<file path="src/rtl/pend_dispatch_pkg.sv">
// Purpose : shared types and elaboration-time parameter checks for pend_dispatch.
// Contents: state_t FSM encoding, helper functions validating N / K.
package pend_dispatch_pkg;

   // Dispatcher FSM: IDLE waits for the encoder, OFFER holds a grant until accepted.
   typedef enum logic [0:0] {
      IDLE  = 1'b0,
      OFFER = 1'b1
   } state_t;

   // True when n is a power of two and at least 2.
   function automatic bit is_pow2(input int unsigned n);
      return (n >= 32'd2) && ((n & (n - 32'd1)) == 32'd0);
   endfunction

   // True when k is exactly log2(n).
   function automatic bit idx_width_ok(input int unsigned n, input int unsigned k);
      return (k < 32'd32) && ((32'd1 << k) == n);
   endfunction

endpackage

</file>
<file path="src/rtl/onehot_dec.sv">
// Purpose : recursive index -> one-hot decoder with enable, halving at each level
//           the same way the upstream priority encoder splits its input.
// Ports   : idx [K] index to decode
//           en       enable; y is all-zero when low
//           y   [N]  one-hot result
module onehot_dec #(
   parameter int unsigned N = 8,
   parameter int unsigned K = 3
) (
   input  logic [K-1:0] idx,
   input  logic         en,
   output logic [N-1:0] y
);

   if (N == 2) begin : g_base
      // Two outputs: bit 1 for idx=1, bit 0 for idx=0.
      assign y = en ? {idx[0], ~idx[0]} : 2'b00;
   end else begin : g_split
      localparam int unsigned H = N / 2;

      logic [H-1:0] y_hi;
      logic [H-1:0] y_lo;

      // Index MSB steers the enable into exactly one half.
      onehot_dec #(.N(H), .K(K - 1)) u_hi (
         .idx (idx[K-2:0]),
         .en  (en & idx[K-1]),
         .y   (y_hi)
      );

      onehot_dec #(.N(H), .K(K - 1)) u_lo (
         .idx (idx[K-2:0]),
         .en  (en & ~idx[K-1]),
         .y   (y_lo)
      );

      assign y = {y_hi, y_lo};
   end

endmodule

</file>
<file path="src/rtl/pend_dispatch.sv">
// Purpose : pending-request register plus grant dispatcher on the output side of
//           an external priority encoder. Requests accumulate in pend; the
//           encoder's choice becomes a valid/ready grant; an accepted grant
//           clears its pending bit (a same-cycle request keeps it set).
// Ports   : clk, rst           clock, synchronous active-high reset
//           req [N]            per-source set pulses
//           pend [N]           registered pending vector to the encoder
//           sel_idx [K]        encoder index of highest pending bit
//           sel_none           encoder reports nothing pending
//           out_valid/out_idx  grant offer (held until accepted)
//           out_ready          consumer accepts the grant
//           coalesce_cnt [CW]  saturating count of cycles a request hit a pending bit
module pend_dispatch
   import pend_dispatch_pkg::*;
#(
   parameter int unsigned N  = 8,
   parameter int unsigned K  = 3,
   parameter int unsigned CW = 8
) (
   input  logic          clk,
   input  logic          rst,
   input  logic [N-1:0]  req,
   output logic [N-1:0]  pend,
   input  logic [K-1:0]  sel_idx,
   input  logic          sel_none,
   output logic          out_valid,
   output logic [K-1:0]  out_idx,
   input  logic          out_ready,
   output logic [CW-1:0] coalesce_cnt
);

   if (!is_pow2(N) || !idx_width_ok(N, K)) begin : g_param_err
      $error("pend_dispatch: N must be a power of two >= 2 and K must equal log2(N)");
   end

   localparam logic [CW-1:0] CNT_MAX = {CW{1'b1}};

   state_t        state_q, state_d;
   logic [N-1:0]  pend_q, pend_d;
   logic          out_valid_q, out_valid_d;
   logic [K-1:0]  out_idx_q, out_idx_d;
   logic [CW-1:0] cnt_q, cnt_d;

   logic          hs_c;
   logic [N-1:0]  clr_c;
   logic          hit_c;

   assign hs_c = out_valid_q & out_ready;

   // Clear mask for the granted source; zero unless a handshake happens.
   onehot_dec #(.N(N), .K(K)) u_dec (
      .idx (out_idx_q),
      .en  (hs_c),
      .y   (clr_c)
   );

   // Pending vector and coalesce counter next-state; set wins over clear.
   always_comb begin
      pend_d = (pend_q & ~clr_c) | req;
      hit_c  = |(req & pend_q & ~clr_c);
      cnt_d  = cnt_q;
      if (hit_c && (cnt_q != CNT_MAX)) begin
         cnt_d = cnt_q + CW'(1);
      end
   end

   // Offer FSM: latch the encoder result in IDLE, hold it in OFFER until accepted.
   always_comb begin
      state_d     = state_q;
      out_valid_d = out_valid_q;
      out_idx_d   = out_idx_q;
      case (state_q)
         IDLE: begin
            if (!sel_none) begin
               out_idx_d   = sel_idx;
               out_valid_d = 1'b1;
               state_d     = OFFER;
            end
         end
         OFFER: begin
            if (hs_c) begin
               out_valid_d = 1'b0;
               state_d     = IDLE;
            end
         end
         default: begin
            out_valid_d = 1'b0;
            state_d     = IDLE;
         end
      endcase
   end

   // State registers.
   always_ff @(posedge clk) begin
      if (rst) begin
         state_q     <= IDLE;
         pend_q      <= '0;
         out_valid_q <= 1'b0;
         out_idx_q   <= '0;
         cnt_q       <= '0;
      end else begin
         state_q     <= state_d;
         pend_q      <= pend_d;
         out_valid_q <= out_valid_d;
         out_idx_q   <= out_idx_d;
         cnt_q       <= cnt_d;
      end
   end

   assign pend         = pend_q;
   assign out_valid    = out_valid_q;
   assign out_idx      = out_idx_q;
   assign coalesce_cnt = cnt_q;

endmodule
</file>
<file path="config.mk">
export PLATFORM = sky130hd
export DESIGN_NAME = pend_dispatch
export DESIGN_NICKNAME = d
export VERILOG_FILES = /design/src/rtl/pend_dispatch_pkg.sv /design/src/rtl/onehot_dec.sv /design/src/rtl/pend_dispatch.sv
export SDC_FILE = /design/constraint.sdc
export NUM_CORES = 1
export LEC_CHECK = 0
export ABC_AREA = 0
export CAP_MARGIN = 20
export CORE_AREA = 2 2 54 56
export DETAILED_ROUTE_END_ITERATION = 10
export DIE_AREA = 0 0 56 58
export MAX_ROUTING_LAYER = met4
export PLACE_DENSITY_LB_ADDON = 0.08
export SYNTH_ARGS = -nofsm -noshare
export SYNTH_HDL_FRONTEND = slang
export SYNTH_SLANG_ARGS = --single-unit
</file>
<file path="constraint.sdc">
create_clock -name clk -period 1.8 [get_ports clk]
set_clock_uncertainty 0.1 [all_clocks]
set_input_delay 0.36 -clock clk [delete_from_list [all_inputs] [get_ports clk]]
set_output_delay 0.36 -clock clk [all_outputs]
set_load 0.005 [all_outputs]
</file>
==> flow_summary.json <==
{
  "irDropWorstVdd_mv": 0.5457,
  "grt-ovfl-total": 0,
  "final_nets": 198,
  "syn-cell-area_um2": 1033,
  "crit_path_top_delay_cell": "dfxtp_2",
  "synth_area_per_cell_um2": 8.335,
  "drv_cap": 0,
  "die_h_um": 58,
  "register_area_um2": 431.7,
  "core_area_um2": 2663,
  "rsz0062_at_grt": "yes",
  "drt-pass1-iter-count": 4,
  "crit_type": "register to register",
  "post-synth-top-count-cell": "dfxtp_1",
  "worstPathRequired_ns": 1.92,
  "crit_chain": "and2b_4 > buf_12 > a21oi_2 > a31oi_2 > and4_4 > nor4b_4 > mux2_4",
  "status": "finished, violations left",
  "worst_slack_ns": -0.09193,
  "final_core_util": 0.6429,
  "numCtsBuffers": 3,
  "power_w": 0.001040,
  "violations": "setup timing",
  "min_path_type": "register to register",
  "cts.htree.levels": 1,
  "initial_core_util": 0.3882,
  "dieArea_um2": 3248,
  "crit_fanout": 5,
  "setup_viol": 5,
  "ios": 35,
  "cp-end-kind": "register",
  "syn_nets": 140,
  "cts_root_buffer": "clkbuf_4",
  "synthTopCellsByCount": "dfxtp_1 (21), a21oi_1 (18), nand2_1 (18)",
  "ys_ff_latch": 21,
  "synth_area_leaders": "dfxtp_1 (41%), a21oi_1 (8.7%), nand2_1 (6.5%)",
  "grt_usage": 0.1849,
  "num_vias": 1087,
  "vias_per_cell": 5.127,
  "min_period_ns": 1.892,
  "final_antenna_net_count": 0,
  "cts.reportedPaths.clkPinSlew_ns": 0.13,
  "cp_slowest_stage_delay_ns": 0.34,
  "cts_tree": "yes",
  "routed_wl_mm": 2.886,
  "drive_above_1_share": 0.3315,
  "async_flop_share": 0,
  "yosysSeqAreaShare": 0.4068,
  "diodes": 0,
  "wire_per_inst_um": 13.61,
  "drc": 0,
  "p_leak_nw": 0.6873,
  "grt_pass1_wl_mm": 4.705,
  "synthDominantCellAreaShare": 0.4068,
  "yosysWarnings": 0,
  "clock-sinks": 21,
  "nFillCells": 238,
  "dp_hpwl_mm": 2.005,
  "synthesis.instances": 124,
  "worstSkewPairLatency_ns": 0.30,
  "ys_types": 27,
  "clock_path_buffers": 2,
  "synth_ff_type": "dfxtp_1",
  "cp_data_arrival_time_ns": 2.01,
  "crit_path_start_kind": "register",
  "power_density_nw_per_um2": 607.9,
  "antenna_found_initial": 0,
  "finalHoldViolations": 0,
  "drtIter0Drc": 30,
  "gp_congestion": 0.7599,
  "synth_edf_count": 0,
  "relSlewSlack": 0.7579,
  "grt_pass1_vias": 1064,
  "finalMaxSlewViolations": 0,
  "rows": 19,
  "place.port_buffers": 34,
  "yosysTopAreaCell": "dfxtp_1",
  "area_growth_syn_to_layout_pct": 65.62,
  "die_w_um": 56,
  "multi_input_area_um2": 670.6,
  "finalCritPeriodShare": 1.051,
  "fmax_mhz": 528.6,
  "worst_pin_slew_ns": 0.3621,
  "grt_max_degree": 13
}
power by group:
group | leakage (nW) | switching, W | internal [W]
registers | 0.176 | 0.0000292 | 0.000495
logic | 0.494 | 0.000115 | 0.000165
clock network | 0.0177 | 0.000153 | 0.0000830
total | 0.687 | 0.000297 | 0.000743
through the flow:
stage / TNS, ns / cells / hold slack [ns] / instance area, um^2 / setup slack [ns]
4_1_cts: -0.2076 / 210 / 0.3791 / 1647 / -0.05767
2_1_floorplan: -0.1040 / 124 / 0.3611 / 1044 / -0.04741
3_3_place_gp: -4.993 / 203 / 0.3542 / 1544 / -0.6890
5_1_grt: -0.8800 / 212 / 0.4115 / 1712 / -0.1541
3_5_place_dp: -5.637 / 203 / 0.3628 / 1544 / -0.7539
6_report: -0.3040 / 212 / 0.3727 / 1712 / -0.09193
final timing paths:
check	startpoint	end	slack (ns)	cells after the start
setup / recovery	out_idx[2]	coalesce_cnt[7]	-0.09	7
hold / removal	pend[5]	pend[5]	0.37	2
setup reg to reg	out_idx[2]	coalesce_cnt[7]	-0.09	7
hold reg to reg	pend[5]	pend[5]	0.37	2
cell families after synthesis:
| logic type | count (synthesis) | synth area share |
|---|---|---|
| DFF | 21 | 0.4068 |
| and+or+nand+nor | 63 | 0.3438 |
| muxes | 3 | 0.04358 |
| AOI/OAI and AO/OA | 30 | 0.1610 |
| adders and majority gates | 1 | 0.01210 |
| buffers and inverters | 6 | 0.03269 |
critical path, delay by kind of cell, from the launching register on:
kind / cells / cell delay (ns)
AOI/OAI and AO/OA: 2 / 0.21
buffers and inverters: 1 / 0.13
DFF: 1 / 0.34
muxes: 1 / 0.31
and+or+nand+nor: 3 / 0.70
metal layers:
metal | wire [um] | vias up | part of all wire | GRT usage
li1 | - | 559 | - | -
met1 | 1308 | 501 | 0.45 | 0.2409
met2 | 1441 | 23 | 0.50 | 0.2975
met3 | 99 | 4 | 0.034 | 0.02679
met4 | 36 | 0 | 0.012 | 0.06122
met5 | 0 | - | 0 | -
area by class of cell:
cell class / instances / share of cell area
Sequential cell: 21 / 0.2522
Inverter: 2 / 0.004386
Clock buffer: 3 / 0.01316
Multi-Input combinational cell: 97 / 0.3918
Tap cell: 31 / 0.02266
Timing Repair Buffer: 57 / 0.3129
Clock inverter: 1 / 0.002924
cell usage in the layout, fill, tap and decap left out, drive strengths merged, types with 2 or more instances in the layout:
cell / synthesis / layout
nor4b: 2 / 2
clkdlybuf4s50: 0 / 30
dlygate4sd2: 0 / 2
nor2: 16 / 16
nand3: 8 / 8
and3b: 2 / 2
dlymetal6s2s: 0 / 2
o21ai: 6 / 6
nand2: 18 / 18
dfxtp: 21 / 21
nor2b: 3 / 3
inv: 2 / 2
nor3b: 2 / 2
buf: 3 / 23
a21oi: 18 / 18
or3: 2 / 2
clkbuf: 1 / 3
nand4: 4 / 4
a31oi: 2 / 2
and2: 2 / 2
mux2: 3 / 3
a32oi: 2 / 2
nor3: 2 / 2
registers in the layout, summed over array words and instances, names as in the netlist:
register	flops
out_idx	3
pend	8
coalesce_cnt	8
state_q	1
out_valid	1
timing repair:
item                       4_1_cts  5_1_grt
setup endpoints to repair        9       11
resized for setup               16       14
hold buffers                     0        0
cloned                           0        0
buffers inserted                 3        2
pin swaps                        8        7
Power figures use the tool's default switching activity.
